File: src/rtl/clk_div_pkg.sv
// Shared types and constants for the clk_div_sched clock-enable scheduler.
package clk_div_pkg;

  typedef enum logic [1:0] {
    IDLE = 2'd0,
    RUN  = 2'd1,
    STOP = 2'd2
  } state_e;

  localparam int unsigned DIV_MIN    = 2;
  localparam int unsigned TICK_CNT_W = 16;

endpackage

File: src/rtl/clk_div_sched_if.sv
// Ratio configuration handshake between the control register block and clk_div_sched.
interface clk_div_sched_if #(
  parameter int unsigned CNT_W = 8
);

  logic             cfg_valid;
  logic [CNT_W-1:0] cfg_div;
  logic             cfg_ready;
  logic             cfg_err;

  modport master (
    output cfg_valid,
    output cfg_div,
    input  cfg_ready,
    input  cfg_err
  );

  modport slave (
    input  cfg_valid,
    input  cfg_div,
    output cfg_ready,
    output cfg_err
  );

endinterface

File: src/rtl/clk_div_period_cnt.sv
// Period counter for clk_div_sched: counts 0..last_i, exposes its next value and the wrap cycle.
module clk_div_period_cnt #(
  parameter int unsigned CNT_W = 8
) (
  input  logic             clk,
  input  logic             rst,
  input  logic             clr_i,
  input  logic             run_i,
  input  logic [CNT_W-1:0] last_i,
  output logic [CNT_W-1:0] cnt_nxt_c_o,
  output logic             wrap_c_o
);

  logic [CNT_W-1:0] cnt_q;
  logic [CNT_W-1:0] cnt_d;

  always_comb begin
    wrap_c_o = run_i && (cnt_q == last_i);
    cnt_d    = cnt_q;
    if (clr_i) begin
      cnt_d = '0;
    end else if (run_i) begin
      cnt_d = wrap_c_o ? '0 : cnt_q + CNT_W'(1);
    end
  end

  assign cnt_nxt_c_o = cnt_d;

  always_ff @(posedge clk) begin
    if (rst) begin
      cnt_q <= '0;
    end else begin
      cnt_q <= cnt_d;
    end
  end

endmodule

File: src/rtl/clk_div_sched.sv
// Programmable tick/phase enable scheduler; ratio changes land only on period boundaries.
// Optional CLKDIV_TICK_CNT_EN adds a free-running 16-bit tick counter output.
module clk_div_sched
  import clk_div_pkg::*;
#(
  parameter int unsigned CNT_W = 8
) (
  input  logic                  clk,
  input  logic                  rst,
  input  logic                  enable,
  clk_div_sched_if.slave        cfg,
  output logic                  tick,
  output logic                  phase,
  output logic                  busy
`ifdef CLKDIV_TICK_CNT_EN
  ,
  output logic [TICK_CNT_W-1:0] tick_cnt
`endif
);

  state_e           state_q, state_d;
  logic [CNT_W-1:0] div_q, div_d;
  logic [CNT_W-1:0] pend_q, pend_d;
  logic             pend_vld_q, pend_vld_d;
  logic             tick_q, tick_d;
  logic             phase_q, phase_d;
  logic             busy_q, busy_d;
  logic             cfg_err_q, cfg_err_d;

  logic             accept;
  logic             legal;
  logic             cnt_clr;
  logic             cnt_run;
  logic             wrap;
  logic [CNT_W-1:0] cnt_nxt;

  assign cnt_clr = (state_q == IDLE);
  assign cnt_run = !cnt_clr;

  clk_div_period_cnt #(
    .CNT_W (CNT_W)
  ) u_period_cnt (
    .clk         (clk),
    .rst         (rst),
    .clr_i       (cnt_clr),
    .run_i       (cnt_run),
    .last_i      (div_q - CNT_W'(1)),
    .cnt_nxt_c_o (cnt_nxt),
    .wrap_c_o    (wrap)
  );

  // Next-state: handshake, pending ratio and FSM.
  always_comb begin
    state_d    = state_q;
    div_d      = div_q;
    pend_d     = pend_q;
    pend_vld_d = pend_vld_q;
    busy_d     = 1'b0;

    accept    = cfg.cfg_valid && !pend_vld_q;
    legal     = (cfg.cfg_div >= CNT_W'(DIV_MIN));
    cfg_err_d = accept && !legal;

    unique case (state_q)
      IDLE: begin
        if (accept && legal) div_d = cfg.cfg_div;
        if (enable && (div_d >= CNT_W'(DIV_MIN))) state_d = RUN;
      end
      RUN, STOP: begin
        if (accept && legal) begin
          pend_d     = cfg.cfg_div;
          pend_vld_d = 1'b1;
        end
        if (wrap) begin
          if (pend_vld_q) begin
            div_d      = pend_q;
            pend_vld_d = 1'b0;
          end
          // A stop requested in the boundary cycle itself ends here.
          if ((state_q == STOP) || !enable) state_d = IDLE;
        end else if ((state_q == RUN) && !enable) begin
          state_d = STOP;
        end
      end
      default: state_d = IDLE;
    endcase

    busy_d = (state_d != IDLE);
  end

  // Outputs are computed from next-state values so the flops line up with cnt_q.
  always_comb begin
    tick_d  = busy_d && (cnt_nxt == (div_d - CNT_W'(1)));
    phase_d = busy_d && (cnt_nxt >= (div_d >> 1));
  end

  always_ff @(posedge clk) begin
    if (rst) begin
      state_q    <= IDLE;
      div_q      <= '0;
      pend_q     <= '0;
      pend_vld_q <= 1'b0;
      tick_q     <= 1'b0;
      phase_q    <= 1'b0;
      busy_q     <= 1'b0;
      cfg_err_q  <= 1'b0;
    end else begin
      state_q    <= state_d;
      div_q      <= div_d;
      pend_q     <= pend_d;
      pend_vld_q <= pend_vld_d;
      tick_q     <= tick_d;
      phase_q    <= phase_d;
      busy_q     <= busy_d;
      cfg_err_q  <= cfg_err_d;
    end
  end

  assign tick          = tick_q;
  assign phase         = phase_q;
  assign busy          = busy_q;
  assign cfg.cfg_ready = !pend_vld_q;
  assign cfg.cfg_err   = cfg_err_q;

`ifdef CLKDIV_TICK_CNT_EN
  logic [TICK_CNT_W-1:0] tick_cnt_q;

  always_ff @(posedge clk) begin
    if (rst) begin
      tick_cnt_q <= '0;
    end else begin
      tick_cnt_q <= tick_cnt_q + TICK_CNT_W'(tick_q);
    end
  end

  assign tick_cnt = tick_cnt_q;
`endif

endmodule

File: src/flat_wrapper.sv
// flat-port wrapper written by rule: the top's interface ports become plain ports
module clk_div_sched_flat import clk_div_pkg::*;
#(
  parameter int unsigned CNT_W = 8
)
  (clk, rst, enable, tick, phase, busy, cfg_cfg_valid, cfg_cfg_div, cfg_cfg_ready, cfg_cfg_err);
  clk_div_sched_if #(.CNT_W(CNT_W)) cfg_i ();
  input  logic clk;
  input  logic rst;
  input  logic enable;
  output logic tick;
  output logic phase;
  output logic busy;
  input wire logic [$bits(cfg_i.cfg_valid)-1:0] cfg_cfg_valid;
  input wire logic [$bits(cfg_i.cfg_div)-1:0] cfg_cfg_div;
  output wire logic [$bits(cfg_i.cfg_ready)-1:0] cfg_cfg_ready;
  output wire logic [$bits(cfg_i.cfg_err)-1:0] cfg_cfg_err;
  assign cfg_i.cfg_valid = cfg_cfg_valid;
  assign cfg_i.cfg_div = cfg_cfg_div;
  assign cfg_cfg_ready = cfg_i.cfg_ready;
  assign cfg_cfg_err = cfg_i.cfg_err;
  clk_div_sched #(.CNT_W(CNT_W)) u_core (.clk(clk), .rst(rst), .enable(enable), .cfg(cfg_i), .tick(tick), .phase(phase), .busy(busy));
endmodule
File: config.mk
export PLATFORM = sky130hd
export DESIGN_NAME = clk_div_sched_flat
export DESIGN_NICKNAME = d
export VERILOG_FILES = /design/src/rtl/clk_div_pkg.sv /design/src/rtl/clk_div_sched_if.sv /design/src/rtl/clk_div_period_cnt.sv /design/src/rtl/clk_div_sched.sv /design/src/flat_wrapper.sv
export SDC_FILE = /design/constraint.sdc
export NUM_CORES = 1
export LEC_CHECK = 0
export ABC_AREA = 1
export ABC_CLOCK_PERIOD_IN_PS = 4100
export CORE_MARGIN = 4
export CORE_UTILIZATION = 45
export CTS_BUF_LIST = sky130_fd_sc_hd__clkbuf_4
export DETAILED_ROUTE_END_ITERATION = 16
export GPL_ROUTABILITY_DRIVEN = 0
export SLEW_MARGIN = 20
export SYNTH_ARGS = -nofsm -noshare
export SYNTH_HDL_FRONTEND = slang
export SYNTH_SLANG_ARGS = --single-unit
export TNS_END_PERCENT = 10
File: constraint.sdc
create_clock -name clk -period 4.1 [get_ports clk]
set_clock_uncertainty 0.2 [all_clocks]
set_input_delay 1.23 -clock clk [delete_from_list [all_inputs] [get_ports clk]]
set_output_delay 1.23 -clock clk [all_outputs]
set_load 0.02 [all_outputs]
Yosys cells after proc, flatten, opt, wreduce, memory -nomap -nowiden
Cells that the tools add are included.
- bits in registers: 31
- input port bits: 12
- output and inout bits: 5
- word-level logic and storage cells: 51
- $add $sub $neg: 3
- order comparisons: 3
- eq/ne operators: 4
- mux-type cells: 15
- reduce and logical (&&, ||, !) cells: 17
- operators by type and width (kind ; count):
    8-bit two-way mux ; 6
    8-bit equality test ; 2
    8-bit by 2-bit >= comparator with 1-bit output, second input constant ; 2
    8-bit one-hot mux with 2 select lines ; 1
    8-bit by 1-bit subtractor with 8-bit output, second input constant ; 2
    8-bit by 1-bit adder with 8-bit output, second input constant ; 1
    8-bit by 7-bit >= comparator with 1-bit output ; 1
    1-bit logical AND ; 8
    2-bit two-way mux ; 4
    1-bit zero test ; 4
    2-bit one-hot mux with 2 select lines ; 1
    1-bit two-way mux ; 3
    2-bit by 1-bit equality test with 1-bit output, second input constant ; 1
    2-bit equality test, second input constant ; 1
    2-bit zero test ; 1
    2-bit AND reduction ; 1
    2-bit nonzero test ; 1
    2-bit OR reduction ; 1
    1-bit logical OR ; 1

Logic depth before layout (Yosys ltp)
- word-level depth: 11
- mapped depth: 26
- mapped depth without buffers: 26

Modules after synthesis
Synthesis repeated with hierarchy kept, for this count alone.
- cell total of the unflattened synthesis: 422
- area total of the unflattened synthesis: 2622.5 um2
- modules (own cells, without submodules) (module ; instances ; cells an instance ; area an instance (um2)):
    clk_div_sched ; 1 ; 303 ; 1924.3
    clk_div_period_cnt ; 1 ; 119 ; 698.2

Worst setup path after synthesis
No wires, ideal clock.
- kind: in2reg
- start: input cfg_cfg_div[2]
- end: register u_core.phase_q (netlist: u_core.phase)
- library setup time: 0.115 ns
- arrival: 3.312 ns
- required time: 3.785 ns
- setup slack: 0.473 ns
- cell stages on the path: 21
- cell sequence: nor2_1 > nand2_1 > o21ai_2 > nand2_1 > o21ai_1 > nand2_1 > nand2_1 > inv_1 > nand2_1 > nand2_2 > inv_1 > ha_1 > inv_1 > a21boi_0 > o21a_1 > o21ai_0 > nand2_1 > a21o_1 > a21oi_1 > o21ai_0 > o21a_1
- elaborated cells on any way between the ends: 12
- classes of those cells: order compare (3); mux (5); reduce/logical (4)
- RTL lines (item ; line ; RTL):
    start: declaration ; flat_wrapper.sv:15 ; input wire logic [$bits(cfg_i.cfg_div)-1:0] cfg_cfg_div;
    8-bit by 2-bit >= comparator with 1-bit output ; clk_div_sched.sv:61 ; legal = (cfg.cfg_div >= CNT_W'(DIV_MIN));
    1-bit logical AND ; clk_div_sched.sv:66 ; if (accept && legal) div_d = cfg.cfg_div;
    8-bit two-way mux ; clk_div_sched.sv:66 ;
    8-bit two-way mux ; clk_div_sched.sv:64 ; unique case (state_q)
    8-bit one-hot mux with 2 select lines ; clk_div_sched.sv:64 ;
    named net u_core.div_d[1] ; clk_div_sched.sv:22 ; logic [CNT_W-1:0] div_q, div_d;
    8-bit by 7-bit >= comparator with 1-bit output ; clk_div_sched.sv:94 ; phase_d = busy_d && (cnt_nxt >= (div_d >> 1));
    1-bit logical AND ; clk_div_sched.sv:94 ;
    end signal: assignment ; clk_div_sched.sv:113 ; phase_q <= phase_d;
    end: declaration ; clk_div_sched.sv:26 ; logic phase_q, phase_d;
The timed path passes the listed nets, and every way through them passes these cells. The select of a mux whose other input is x is not followed.
A chain may end at the register's enable or synchronous reset.

Worst setup path in the final report
- start: input cfg_cfg_div[5]
- end: register u_core.tick_q (netlist: u_core.tick)
- longest elaborated chain between the ends: 10
- elaborated cells on any way between the ends: 13
- classes of those cells: add/sub (1); order compare (2); eq/ne (1); mux (5); reduce/logical (4)
- ends and longest elaborated chain (item ; line ; RTL):
    8-bit by 2-bit >= comparator with 1-bit output ; clk_div_sched.sv:61 ;
    1-bit logical AND ; clk_div_sched.sv:66 ;
    8-bit two-way mux * ; clk_div_sched.sv:66 ;
    8-bit two-way mux * ; clk_div_sched.sv:64 ;
    8-bit by 2-bit >= comparator with 1-bit output ; clk_div_sched.sv:67 ; if (enable && (div_d >= CNT_W'(DIV_MIN))) state_d = RUN;
    1-bit logical AND ; clk_div_sched.sv:67 ;
    2-bit two-way mux ; clk_div_sched.sv:67 ;
    2-bit one-hot mux with 2 select lines ; clk_div_sched.sv:64 ;
    2-bit nonzero test ; clk_div_sched.sv:88 ; busy_d = (state_d != IDLE);
    1-bit logical AND * ; clk_div_sched.sv:93 ; tick_d = busy_d && (cnt_nxt == (div_d - CNT_W'(1)));
    end signal: assignment ; clk_div_sched.sv:112 ; tick_q <= tick_d;
    end: declaration ; clk_div_sched.sv:25 ; logic tick_q, tick_d;
Mark *: on every way between the ends. The rest lies on a longest branch, timed or not. The select of a mux whose other input is x is not followed.

==> results.md <==
- In this run the most critical hold path is launched from u_core.pend_q[3]$_SDFFE_PP0P_.
- The overall via count from detail_route is 2,563.
- The number of design rule violations left after detail routing is 0.
- The internal power is 567 µW.
- The first global-routing pass estimated 11,100 µm of wire.
- Walking the worst path, the cells encountered are clkdlybuf4s50_1 > nor2_2 > nand2_1 > o21ai_2 > buf_4 > buf_4 > inv_1 > o21ai_0 > a21oi_1 > nand2_1 > nand2_2 > ha_1 > xnor2_1 > inv_1 > nand3_1 > nor2_1 > nand3_1 > nor2_1 > nand2_1 > nor2_1.
- The reported net switching power is 425 µW.
- The first routing iteration left 125 violations.
- The pin count of the biggest net entering global routing is 23.
- Buffers inserted during clock tree synthesis total 5.
- In this run the tightest slew margin relative to its limit is 66.4%.
- The total die area is 0.00693 mm².
- Data arrives at the worst endpoint at 3930 ps.
- The diode insertion count for antenna repair is 0.
- The first TritonRoute pass finished after 4 iterations.
- The share of total power dissipated in sequential elements is 34.6%.
- The count of port buffers added during placement is 16.
- The wire length after detailed routing is 6510 µm.
- The number of max-slew violations in the final report came to 0.
- The worst-case IR drop observed on VDD is 0.000209 V.
- The required arrival time at the worst endpoint is 4180 ps.
- The maximum frequency from static timing analysis is 0.260 GHz.
- The wire-length estimate of the detail-placed layout is 5210 µm.
- The buffers plus inverters on the worst setup path is 5.
- After synthesis the netlist holds a flip-flop and latch count of 31.
- The final critical path takes up 93.8% of the cycle.
- The worst setup path category is primary input to flip-flop.
- The power density normalized to cell area is 334 mW/mm².
- The reg-to-reg setup timing slack is 360 ps.
- The detail route stage leaves a number of antenna-violating nets equal to 0.
- The count of cells along the worst hold path is 2.
- The total area inside the core boundary comes to 0.00551 mm².
- The shortest clock period the worst path allows after layout is 3850 ps.
- Global routing finished with a remaining overflow of 0.
- The Yosys step of the flow raised 0 warnings.
- The placement row count is 27.
- Max-cap violations in this run came to 0.
- The hold-critical path endpoint is u_core.pend_q[3]$_SDFFE_PP0P_.
- The quantity of hold-fixing buffers added after cts is 0.
- In this run the vertical extent of the chip is 83.2 µm.
- The clock transition at the registers of the reported paths is 110 ps.
- The static leakage power is 1.47 nW.
- The mapped netlist covers 0.00255 mm².
- Clock tree synthesis selected as its root buffer the cell sky130_fd_sc_hd__clkbuf_4.
- TritonCTS built the clock tree.
- After synthesis, flip-flops and latches occupy 24.4% of the total area.
- The flow ran to the end, and the final reports show no timing, DRC or antenna violations.
- The share of synthesized area in the top cell type comes to 24.4%.
- No sink is reached through more buffers than the 2 on the longest clock path.
- The final hold violation count is 0.
- The top fanout value on the critical path is 6.
- The clock network is responsible for 18.5% of the overall power.
- The mean area per synthesized cell is 6.24 µm².
- The clock sink count is 31.
- Counting the fill cells in the layout gives 578.
- In this run switching power makes up 42.8% of total power.
- The cell count after synthesis came out at 408.
- The worst-skew pair later-pin latency is 340 ps.
- The area taken by multi-input logic gates is 0.00167 mm².
- Grouping stages by cell kind, the critical path spends the most delay in simple AND/OR/NAND/NOR gates.
- In this design, the stage delay of the slowest critical-path cell is 440 ps.
- Counting every net in the synthesized netlist gives 434.
- The horizontal die dimension is 83.2 µm.
- For the pin with the worst max-slew slack, the measured transition is 503 ps.
- The worst setup path is captured at a flip-flop.
- The source of the worst register-to-register timing path is u_core.state_q[0]$_SDFF_PP0_.
- In the final timing run, aggregate negative setup slack is 0 ps.
- The sequential standard cell area is 621 µm².
- CTS built an H-tree with a depth of 2.
- Setup repair after global routing could not meet its margin everywhere.
- The depth of the worst register-to-register path is 23.
- For this design, the slowest cell found on the critical path is sky130_fd_sc_hd__clkdlybuf4s50_1.
- After synthesis, the netlist uses 33 different library cells.
- The final layout net count is 469.
- After detailed routing, the average wire length per cell comes to 12.6 µm.
- The utilization after layout is 54.0%.
- The signed area change from the synthesized netlist to the final layout is 16.7%.
- The initial antenna violation count is 0.
- The library cells used most frequently in the layout, excluding fill and tap cells, are sky130_fd_sc_hd__nand2_1, sky130_fd_sc_hd__inv_1, sky130_fd_sc_hd__nor2_1.
- Across every metal layer, demand over resource in global routing totals 19.6%.
- Using the TritonRoute via totals, the vias-per-cell ratio works out to 4.97.
- The via count of the first global-routing pass is 2,330.
- The part of the power in combinational logic is 47.0%.
- The setup-violating endpoint count in the final report is 0.
- The capturing point of the worst reg2reg path is u_core.phase$_SDFF_PP0_.
- Yosys attributes the largest share of cell area to sky130_fd_sc_hd__dfxtp_1, sky130_fd_sc_hd__nand2_1, sky130_fd_sc_hd__inv_1.
- The share of cells above drive strength 1 is 14.6%.
- The type of element launching the critical path is a primary input.
- The min-delay analysis places its worst path in the category flip-flop to flip-flop.
- For this configuration, the core starts out at a cell density of 46.3%.
- The biggest area contributor in the post-synthesis netlist is sky130_fd_sc_hd__dfxtp_1.
- The library cell used most frequently in the layout, excluding fill and tap cells, is sky130_fd_sc_hd__nand2_1.
- The I/O pin count is 17.
-- layout make-up --
cell class                      instances  share of cell area (%)
Tap cell                               72                    3.03
Sequential cell                        31                    20.9
Clock inverter                          2                   0.252
Clock buffer                            6                    1.51
Inverter                               66                    8.37
Multi-Input combinational cell        305                    56.0
Timing Repair Buffer                   34                    9.93
-- through the flow --
step | instance area, µm² | setup slack [ps] | hold slack, ps | cells | power, mW
floorplan | 2550 | 473 | 229 | 408 | 0.685
global placement | 2900 | 3.15 | 247 | 507 | 0.801
detailed placement | 2900 | -44.3 | 250 | 507 | 0.806
CTS | 2950 | 298 | 267 | 515 | 0.991
global route | 2970 | -28.4 | 292 | 516 | 1.09
finish | 2970 | 252 | 266 | 516 | 0.992
-- synthesized netlist by cell type, drive strengths merged --
| cell | instances |
|---|---|
| dfxtp | 31 |
| clkinv | 2 |
| a21boi | 1 |
| xor2 | 8 |
| a21oi | 10 |
| nand3 | 42 |
| o21a | 2 |
| nand3b | 6 |
| nand2 | 120 |
| a21o | 1 |
| nor3 | 4 |
| nor2 | 58 |
| o21bai | 1 |
| nand4 | 11 |
| buf | 1 |
| inv | 64 |
| clkbuf | 5 |
| ha | 14 |
| o21ai | 22 |
| a211oi | 3 |
| xnor2 | 1 |
| nor4 | 1 |
-- tightest hold or removal path: cells and delay by family, from the launching register on --
kind	cells	cell delay, ps
buf+inv	1	60
compound gates	1	60
flops	1	310
-- kinds of logic after synthesis --
family | after synthesis | share of synthesized area, %
simple gates | 242 | 46.2
buf+inv | 72 | 10.7
flops | 31 | 24.4
xor+xnor | 9 | 3.09
fa+ha+maj | 14 | 6.88
compound gates | 40 | 8.79
-- worst max path at each step --
stage	cells past startpoint	start	end	slack [ps]
finish	20	cfg_cfg_div[5]	u_core.tick$_SDFF_PP0_	250
global route	22	cfg_cfg_div[5]	u_core.phase$_SDFF_PP0_	-30
CTS	22	cfg_cfg_div[7]	u_core.phase$_SDFF_PP0_	300
detailed placement	22	cfg_cfg_div[7]	u_core.phase$_SDFF_PP0_	-40
global placement	22	cfg_cfg_div[4]	u_core.phase$_SDFF_PP0_	3
floorplan	21	cfg_cfg_div[2]	u_core.phase$_SDFF_PP0_	470
-- repair_timing --
action                     in CTS  in global routing
setup endpoints to repair       0                  1
buffers inserted                0                  1
resized for setup               0                  6
-- power by group through the flow --
| stage | logic, mW | registers [mW] | clock network, mW |
|---|---|---|---|
| finish | 0.466 | 0.343 | 0.183 |
| global route | 0.533 | 0.346 | 0.207 |
| CTS | 0.458 | 0.343 | 0.191 |
| detailed placement | 0.456 | 0.350 | 0 |
| global placement | 0.452 | 0.349 | 0 |
| floorplan | 0.337 | 0.348 | 0 |
-- state kept, by name, summed over array words and instances (netlist names) --
signal                     flops
u_core.tick                    1
u_core.cfg.cfg_err             1
u_core.pend_vld_q              1
u_core.div_q                   8
u_core.pend_q                  8
u_core.state_q                 2
u_core.phase                   1
u_core.busy                    1
u_core.u_period_cnt.cnt_q      8
-- routing by layer --
metal	global-route usage [%]	vias to the layer above	routed length (µm)	share of wire, %
met2	30.0	37	2870	44
met5	0	-	0	0
met3	3.47	8	212	3.3
met1	28.1	1154	3340	51
li1	-	1364	-	-
met4	5.35	0	87	1.3
Note: power is estimated with default switching activity, not from simulation.
